<file path="src/rtl/imm_gen_pipe.sv">
// imm_gen_pipe: decodes the immediate, format code and illegal-opcode flag of a 32-bit instruction and registers them with its tag.
// Latency: 1 cycle from input transfer to out_valid; sustains 1 instruction/cycle while out_ready is high.
// Backpressure: outputs hold while stalled. IMMGEN_SKID_EN adds a one-entry skid buffer so in_ready comes from a flop; otherwise in_ready = out_ready || !out_valid.
module imm_gen_pipe #(
    parameter int XLEN  = 32,
    parameter int TAG_W = 32
) (
    input  logic             clk,
    input  logic             rst_n,
    input  logic             flush,
    input  logic             in_valid,
    output logic             in_ready,
    input  logic [31:0]      in_inst,
    input  logic [TAG_W-1:0] in_tag,
    output logic             out_valid,
    input  logic             out_ready,
    output logic [XLEN-1:0]  out_imm,
    output logic [2:0]       out_fmt,
    output logic             out_illegal,
    output logic [TAG_W-1:0] out_tag
);

    localparam logic [6:0] OP_LOAD   = 7'b0000011;
    localparam logic [6:0] OP_IMM    = 7'b0010011;
    localparam logic [6:0] OP_JALR   = 7'b1100111;
    localparam logic [6:0] OP_SYSTEM = 7'b1110011;
    localparam logic [6:0] OP_STORE  = 7'b0100011;
    localparam logic [6:0] OP_BRANCH = 7'b1100011;
    localparam logic [6:0] OP_LUI    = 7'b0110111;
    localparam logic [6:0] OP_AUIPC  = 7'b0010111;
    localparam logic [6:0] OP_JAL    = 7'b1101111;
    localparam logic [6:0] OP_REG    = 7'b0110011;

    localparam logic [2:0] FMT_R   = 3'd0;
    localparam logic [2:0] FMT_I   = 3'd1;
    localparam logic [2:0] FMT_S   = 3'd2;
    localparam logic [2:0] FMT_B   = 3'd3;
    localparam logic [2:0] FMT_U   = 3'd4;
    localparam logic [2:0] FMT_J   = 3'd5;
    localparam logic [2:0] FMT_SH  = 3'd6;
    localparam logic [2:0] FMT_UNK = 3'd7;

    typedef struct packed {
        logic [XLEN-1:0]  imm;
        logic [2:0]       fmt;
        logic             ill;
        logic [TAG_W-1:0] tag;
    } res_t;

    res_t               dec_res;
    logic signed [31:0] dec_se32;
    logic [2:0]         dec_fmt;
    logic               dec_ill;

    res_t               out_q;
    res_t               out_d;
    logic               out_valid_q;
    logic               out_valid_d;
    logic               take;

    // Decode the immediate as a 32-bit signed value; widening to XLEN sign-extends from inst[31].
    always_comb begin
        dec_se32 = '0;
        dec_fmt  = FMT_UNK;
        dec_ill  = 1'b0;
        unique case (in_inst[6:0])
            OP_LOAD, OP_JALR, OP_SYSTEM: begin
                dec_se32 = {{20{in_inst[31]}}, in_inst[31:20]};
                dec_fmt  = FMT_I;
            end
            OP_IMM: begin
                if (in_inst[13:12] == 2'b01) begin
                    // funct3 001/101: shift amount only, funct7 stays out of the immediate
                    if (XLEN == 64) begin
                        dec_se32 = {26'd0, in_inst[25:20]};
                    end else begin
                        dec_se32 = {27'd0, in_inst[24:20]};
                    end
                    dec_fmt = FMT_SH;
                end else begin
                    dec_se32 = {{20{in_inst[31]}}, in_inst[31:20]};
                    dec_fmt  = FMT_I;
                end
            end
            OP_STORE: begin
                dec_se32 = {{20{in_inst[31]}}, in_inst[31:25], in_inst[11:7]};
                dec_fmt  = FMT_S;
            end
            OP_BRANCH: begin
                dec_se32 = {{20{in_inst[31]}}, in_inst[7], in_inst[30:25], in_inst[11:8], 1'b0};
                dec_fmt  = FMT_B;
            end
            OP_LUI, OP_AUIPC: begin
                dec_se32 = {in_inst[31:12], 12'd0};
                dec_fmt  = FMT_U;
            end
            OP_JAL: begin
                dec_se32 = {{12{in_inst[31]}}, in_inst[19:12], in_inst[20], in_inst[30:21], 1'b0};
                dec_fmt  = FMT_J;
            end
            OP_REG: begin
                dec_se32 = '0;
                dec_fmt  = FMT_R;
            end
            default: begin
                dec_se32 = '0;
                dec_fmt  = FMT_UNK;
                dec_ill  = 1'b1;
            end
        endcase
    end

    // Pack the decoded fields with the incoming tag.
    always_comb begin
        dec_res     = '0;
        dec_res.imm = XLEN'(dec_se32);
        dec_res.fmt = dec_fmt;
        dec_res.ill = dec_ill;
        dec_res.tag = in_tag;
    end

`ifdef IMMGEN_SKID_EN
    res_t skid_q;
    res_t skid_d;
    logic skid_valid_q;
    logic skid_valid_d;
    logic consume;

    // in_ready is a pure flop output; the skid entry absorbs the one accept that races a stall.
    assign in_ready = !skid_valid_q;
    assign take     = in_valid && in_ready;
    assign consume  = out_valid_q && out_ready;

    // Next-state: flush wins, then refill the output from skid or input, else park input in skid.
    always_comb begin
        out_d        = out_q;
        out_valid_d  = out_valid_q;
        skid_d       = skid_q;
        skid_valid_d = skid_valid_q;
        if (flush) begin
            out_valid_d  = 1'b0;
            skid_valid_d = 1'b0;
        end else if (!out_valid_q || consume) begin
            if (skid_valid_q) begin
                out_d        = skid_q;
                out_valid_d  = 1'b1;
                skid_valid_d = 1'b0;
            end else if (take) begin
                out_d       = dec_res;
                out_valid_d = 1'b1;
            end else begin
                out_valid_d = 1'b0;
            end
        end else if (take) begin
            skid_d       = dec_res;
            skid_valid_d = 1'b1;
        end
    end

    // Skid storage; reset empties it so nothing held before reset reappears.
    always_ff @(posedge clk or negedge rst_n) begin
        if (!rst_n) begin
            skid_q       <= '0;
            skid_valid_q <= 1'b0;
        end else begin
            skid_q       <= skid_d;
            skid_valid_q <= skid_valid_d;
        end
    end
`else
    // Without a skid entry the stage can accept only when its output slot frees this cycle.
    assign in_ready = out_ready || !out_valid_q;
    assign take     = in_valid && in_ready;

    // Next-state: flush wins, then load on accept, else drop valid once consumed.
    always_comb begin
        out_d       = out_q;
        out_valid_d = out_valid_q;
        if (flush) begin
            out_valid_d = 1'b0;
        end else if (take) begin
            out_d       = dec_res;
            out_valid_d = 1'b1;
        end else if (out_ready) begin
            out_valid_d = 1'b0;
        end
    end
`endif

    // Output register; payload only changes when a new result is loaded, so it holds during stalls.
    always_ff @(posedge clk or negedge rst_n) begin
        if (!rst_n) begin
            out_q       <= '0;
            out_valid_q <= 1'b0;
        end else begin
            out_q       <= out_d;
            out_valid_q <= out_valid_d;
        end
    end

    assign out_valid   = out_valid_q;
    assign out_imm     = out_q.imm;
    assign out_fmt     = out_q.fmt;
    assign out_illegal = out_q.ill;
    assign out_tag     = out_q.tag;

endmodule

</file>
<file path="config.mk">
export PLATFORM = sky130hd
export DESIGN_NAME = imm_gen_pipe
export DESIGN_NICKNAME = d
export VERILOG_FILES = /design/src/rtl/imm_gen_pipe.sv
export SDC_FILE = /design/constraint.sdc
export NUM_CORES = 1
export LEC_CHECK = 0
export BUFFER_PORTS_ARGS = -buffer_cell sky130_fd_sc_hd__buf_4
export CAP_MARGIN = 5
export CORE_MARGIN = 3
export CORE_UTILIZATION = 47
export DETAILED_ROUTE_END_ITERATION = 12
export PLACE_DENSITY = 0.8
export SLEW_MARGIN = 20
export SYNTH_ARGS = -nofsm -noshare
export SYNTH_HDL_FRONTEND = slang
export SYNTH_SLANG_ARGS = --single-unit
export TNS_END_PERCENT = 50
</file>
<file path="constraint.sdc">
create_clock -name clk -period 1.8 [get_ports clk]
set_input_delay 0.09 -clock clk [delete_from_list [all_inputs] [get_ports clk]]
set_output_delay 0.09 -clock clk [all_outputs]
set_load 0.02 [all_outputs]
</file>
==> impl_metrics.yaml, run 1 <==
drt:
  vias_per_cell: 5.417
  finalWirelength_um: 10060
  ant_nets: 0
  num_vias: 3147
  post_drt_wl_per_cell_um: 17.31
  dr.first_iter.drc_count: 176
  first_pass_iters: 4
  drc: 0
placed_design:
  dpl.hpwl_um: 6669
  gp_congestion: 0.8691
  dp_cells: 510
  post_dp_cell_area_um2: 4183
  pre_cts_slack_ps: 20.31
  portBuffers: 138
critical_path:
  crit_chain: "dlygate4sd3_1 -> buf_4 -> and2b_2 -> o21ai_1 -> a211o_1 -> and3_1 -> a221o_1"
  reg2reg_depth: 6
  worstSetupPathType: "input port to flip-flop"
  slowest_delay_ps: 520
  reg2reg_to: "out_imm[14]"
  worstPathBufferInverterCount: 2
  crit_slowest_cell: "dlygate4sd3_1"
  cp-end-kind: "flip-flop"
  r2r_slack_ps: 170
  r2r-start: "out_valid"
  path_max_fanout: 8
  crit_path_start_kind: "input port"
  crit_required_ps: 2020
  crit_family: "compound AO/OA/AOI/OAI gates"
  critPathArrivalTime_ps: 1930
timing:
  holdWs_ps: 18.20
  finalHoldViolCount: 0
  relSlewSlack: 0.6492
  setup_violations: 0
  fin_ws_ps: 88.96
  fin_skew_ps: 4.102
  fin_crit_ps: 1711
  finalSetupTns_ps: 0
  finalCritPeriodShare: 0.9506
  rsz0062_at_grt: "false"
  worst_pin_slew_ps: 523.4
  slew_viol_final: 0
  fmax_mhz: 584.4
run:
  maxCapViolCount: 0
final_layout:
  multi_input_area_um2: 1236
  nNetsFinal: 570
  drive_gt1_frac: 0.3656
  final_cells: 581
  postLayoutCoreUtil: 0.8110
  fillers: 354
  diodes: 0
  syn_to_final_growth_pct: 61.02
  final_area_um2: 4972
  seq_area_um2: 1727
floorplanning:
  start_util: 0.5037
  core-area_um2: 6131
  die-area_um2: 7579
  io_pins: 139
  die_h_um: 87.06
  placement_rows: 28
  chipWidth_um: 87.06
grt:
  grt_pass1_vias: 3182
  gr-total-overflow: 0
  gr-usage-met1: 0.3504
  grt_first_pass_wirelength_um: 16050
  grtUsageMet2: 0.4762
  use_met3: 0.05866
  antenna_found_initial: 0
  grt_busiest_layer: "met2"
  grt_max_degree: 39
  grt_usage: 0.2757
clock_network:
  clockRootBuffer: "clkbuf_8"
  clkSinkCount: 69
  cts_inserted_buffers: 9
  post_cts_buffers: 0
  clkSlewWorstSetupHoldPaths_ps: 70
  cts_max_level: 3
  clkLatencyLatePin_ps: 340
  cts_tree: "built"
  clock_path_buffers: 2
synth:
  synth_common_cells: "103 x nand2_1, 69 x dfrtp_1, 13 x a221o_1, 12 x nor2_1"
  synth_edf_count: 0
  synth_nets: 376
  synth.most_common_cell: "nand2_1"
  synth_top_area_cell: "dfrtp_1"
  syn_area_um2: 3088
  syn_avg_cell_area_um2: 10.06
  async_flop_share: 1.000
  synth.top_cell.area_share: 0.5592
  synth_flop_cell: "dfrtp_1"
  ys_seq_elements: 69
  yosysSeqAreaShare: 0.5592
  ys_types: 51
  syn_inst: 307
  ys_top_cells_by_area: "dfrtp_1 56%, nand2_1 13%, a221o_1 4.2%, a221o_2 3.3%, a22o_1 1.7%"
  yosysWarnings: 0
outcome:
  status: "finished clean"
power_and_ir_drop:
  power_density_nw_per_um2: 845.7
  totalPowerFinal_mw: 4.205
  ir_drop_mv: 0.6277
  p_leak_nw: 2.570
min_path:
  min_to: "out_imm[20]"
  hold_depth: 2
  hold_class: "input port to flip-flop"
  hold_start: "in_inst[20]"
## layout make-up
type,instances,area share
inverter,4,0.003020
clock buffer,10,0.02567
timing repair buffer,203,0.3342
sequential,69,0.3473
tap,75,0.01887
multi-input combinational,214,0.2486
clock inverter,6,0.02240
## cell usage in the layout (no fill, tap or decap), types with 2 or more instances in the layout
cell             n
a21oi_1          5
a221o_1         13
a221o_2          9
a221oi_1         2
a22o_1           6
a31oi_1          4
and2_1           7
and3_1           2
buf_4          148
bufinv_16        3
clkbuf_8         9
dfrtp_1         69
dlygate4sd3_1   55
inv_1            3
nand2_1        103
nand2b_1         2
nand3_1          6
nand3b_1         2
nor2_1          12
nor3_1           5
o21ai_0          8
## per-layer routing
| metal | vias to the layer above | wire length [um] |
|---|---|---|
| li1 | 1454 | - |
| met1 | 1521 | 4030 |
| met2 | 151 | 5125 |
| met3 | 21 | 711 |
| met4 | 0 | 192 |
| met5 | - | 0 |
## power breakdown
group / total [mW] / switching [mW] / internal [mW]
Sequential: 1.76 / 0.0775 / 1.68
Combinational: 0.950 / 0.506 / 0.444
Clock: 1.49 / 0.573 / 0.920
Total: 4.21 / 1.16 / 3.05
## worst max path at each step
stage / start / cells after the start / to
4_1_cts: in_inst[12] / 7 / out_imm[14]
3_5_place_dp: in_inst[2] / 6 / out_imm[14]
6_report: in_inst[12] / 7 / out_imm[14]
3_3_place_gp: in_inst[2] / 6 / out_imm[17]
2_1_floorplan: out_valid / 6 / out_imm[21]
5_1_grt: in_inst[12] / 7 / out_imm[14]
## registers in the layout (all words and copies together), names as in the netlist
| signal | cells |
|---|---|
| out_illegal | 1 |
| out_valid | 1 |
| out_imm | 32 |
| out_tag | 32 |
| out_fmt | 3 |
## kinds of logic (layout without fill, tap and decap cells)
logic type / after synthesis / after routing / synth area share
AND/OR/NAND/NOR: 155 / 155 / 0.2358
flip-flops: 69 / 69 / 0.5592
AO/OA/AOI/OAI: 59 / 59 / 0.1601
buffers and inverters: 24 / 223 / 0.04497
## timing repair
item / CTS / global route
hold buffers: 55 / 0
gates resized for setup: 0 / 1
endpoints found under the setup margin: 0 / 8
hold endpoints to repair: 95 / 0
No activity file was read; power rests on OpenSTA's default activity.
==> run 2: changes to the inputs <==
--- a/config.mk
+++ b/config.mk
@@ -11,6 +11,7 @@
 export CORE_UTILIZATION = 47
 export DETAILED_ROUTE_END_ITERATION = 12
 export PLACE_DENSITY = 0.8
+export SETUP_SLACK_MARGIN = 0.5
 export SLEW_MARGIN = 20
 export SYNTH_ARGS = -nofsm -noshare
 export SYNTH_HDL_FRONTEND = slang
==> impl_metrics.yaml, run 2 (synthesis results as in run 1) <==
outcome:
  status: "finished clean"
grt:
  grt_pass1_vias: 3255
  antenna_found_initial: 0
  gr-total-overflow: 0
  grt_first_pass_wirelength_um: 16500
  grt_max_degree: 70
  grt_usage: 0.2828
floorplanning:
  die-area_um2: 7579
  placement_rows: 28
  start_util: 0.5037
  die_h_um: 87.06
  core-area_um2: 6131
  chipWidth_um: 87.06
  io_pins: 139
critical_path:
  crit_chain: "nor2b_4 -> inv_4 -> nand3b_2 -> buf_4 -> and2_1 -> a221o_1"
  crit_slowest_cell: "dfrtp_2"
  crit_path_start_kind: "flip-flop"
  cp-end-kind: "flip-flop"
  slowest_delay_ps: 400
  crit_family: "simple AND/OR/NAND/NOR gates"
  critPathArrivalTime_ps: 1690
  worstSetupPathType: "flip-flop to flip-flop"
  worstPathBufferInverterCount: 2
  path_max_fanout: 4
  crit_required_ps: 2020
drt:
  finalWirelength_um: 10370
  post_drt_wl_per_cell_um: 17.76
  dr.first_iter.drc_count: 125
  ant_nets: 0
  drc: 0
  first_pass_iters: 4
  num_vias: 3149
  vias_per_cell: 5.392
timing:
  fin_skew_ps: 10.78
  fmax_mhz: 681.4
  holdWs_ps: 38.43
  finalSetupTns_ps: 0
  finalHoldViolCount: 0
  setup_violations: 0
  relSlewSlack: 0.4484
  rsz0062_at_grt: "true"
  worst_pin_slew_ps: 827.4
  finalCritPeriodShare: 0.8153
  slew_viol_final: 0
  fin_crit_ps: 1467
power_and_ir_drop:
  p_leak_nw: 2.616
  ir_drop_mv: 0.7545
  power_density_nw_per_um2: 865.6
clock_network:
  cts_max_level: 3
  clkSlewWorstSetupHoldPaths_ps: 70
  clockRootBuffer: "clkbuf_8"
  clock_path_buffers: 2
  clkSinkCount: 69
  cts_tree: "built"
  clkLatencyLatePin_ps: 340
  cts_inserted_buffers: 9
final_layout:
  nNetsFinal: 573
  drive_gt1_frac: 0.3772
  most-common-layout-cells: "145 x buf_4, 103 x nand2_1, 68 x dfrtp_1"
  final_area_um2: 5075
  diodes: 0
  syn_to_final_growth_pct: 64.34
  mostFrequentLayoutCell: "buf_4"
  postLayoutCoreUtil: 0.8278
min_path:
  hold_class: "input port to flip-flop"
placed_design:
  gp_congestion: 0.8667
  dpl.hpwl_um: 6433
  post_dp_cell_area_um2: 4183
  portBuffers: 138
run:
  maxCapViolCount: 0
-- run 2: layout make-up --
type                       instances  area, um2
multi-input combinational        215       1275
fill                             332       1056
clock buffer                      10      127.6
timing repair buffer             205       1699
clock inverter                     6      133.9
tap                               75      93.84
inverter                           4      17.52
sequential                        69       1728
-- run 2: per-stage QoR --
| step | power, mW | setup WS [ps] | std cells |
|---|---|---|---|
| 6_report | 4.393 | 332.5 | 584 |
| 2_1_floorplan | 2.174 | 289.6 | 307 |
| 5_1_grt | 4.573 | 276.6 | 584 |
| 4_1_cts | 4.365 | 343.5 | 583 |
| 3_5_place_dp | 2.622 | 49.48 | 508 |
| 3_3_place_gp | 2.599 | 68.74 | 508 |
-- run 2: final timing paths --
check,start,to,slack (ps),cells past startpoint
worst max register to register,out_valid,out_imm[1],330,6
worst max-delay path,out_valid,out_imm[1],330,6
worst min-delay path,in_inst[20],out_imm[20],40,2
worst min register to register,out_tag[10],out_tag[10],480,2
min in group asynchronous,rst_n,out_tag[17],410,2
max in group asynchronous,rst_n,out_valid,790,2
-- run 2: repair_timing --
item / 4_1_cts / 5_1_grt
resized for setup: 6 / 4
hold endpoints to repair: 128 / 1
setup buffers: 4 / 0
gates cloned: 1 / 0
endpoints found under the setup margin: 59 / 65
hold buffers: 54 / 1
pin swaps: 1 / 1
-- run 2: metal layers --
layer  vias to the layer above  share of wire  global-route usage
met5                         -              0                   0
met1                      1500           0.39              0.3531
met2                       170           0.51              0.4879
met3                        10          0.094             0.07758
met4                         0          0.010             0.06657
li1                       1469              -                   -
-- run 2: power by group --
group | total (mW) | leakage [nW] | switching [mW] | internal (mW)
logic | 0.967 | 1.60 | 0.512 | 0.455
registers | 1.77 | 0.888 | 0.0846 | 1.68
clock network | 1.66 | 0.131 | 0.593 | 1.06
total | 4.39 | 2.62 | 1.19 | 3.20
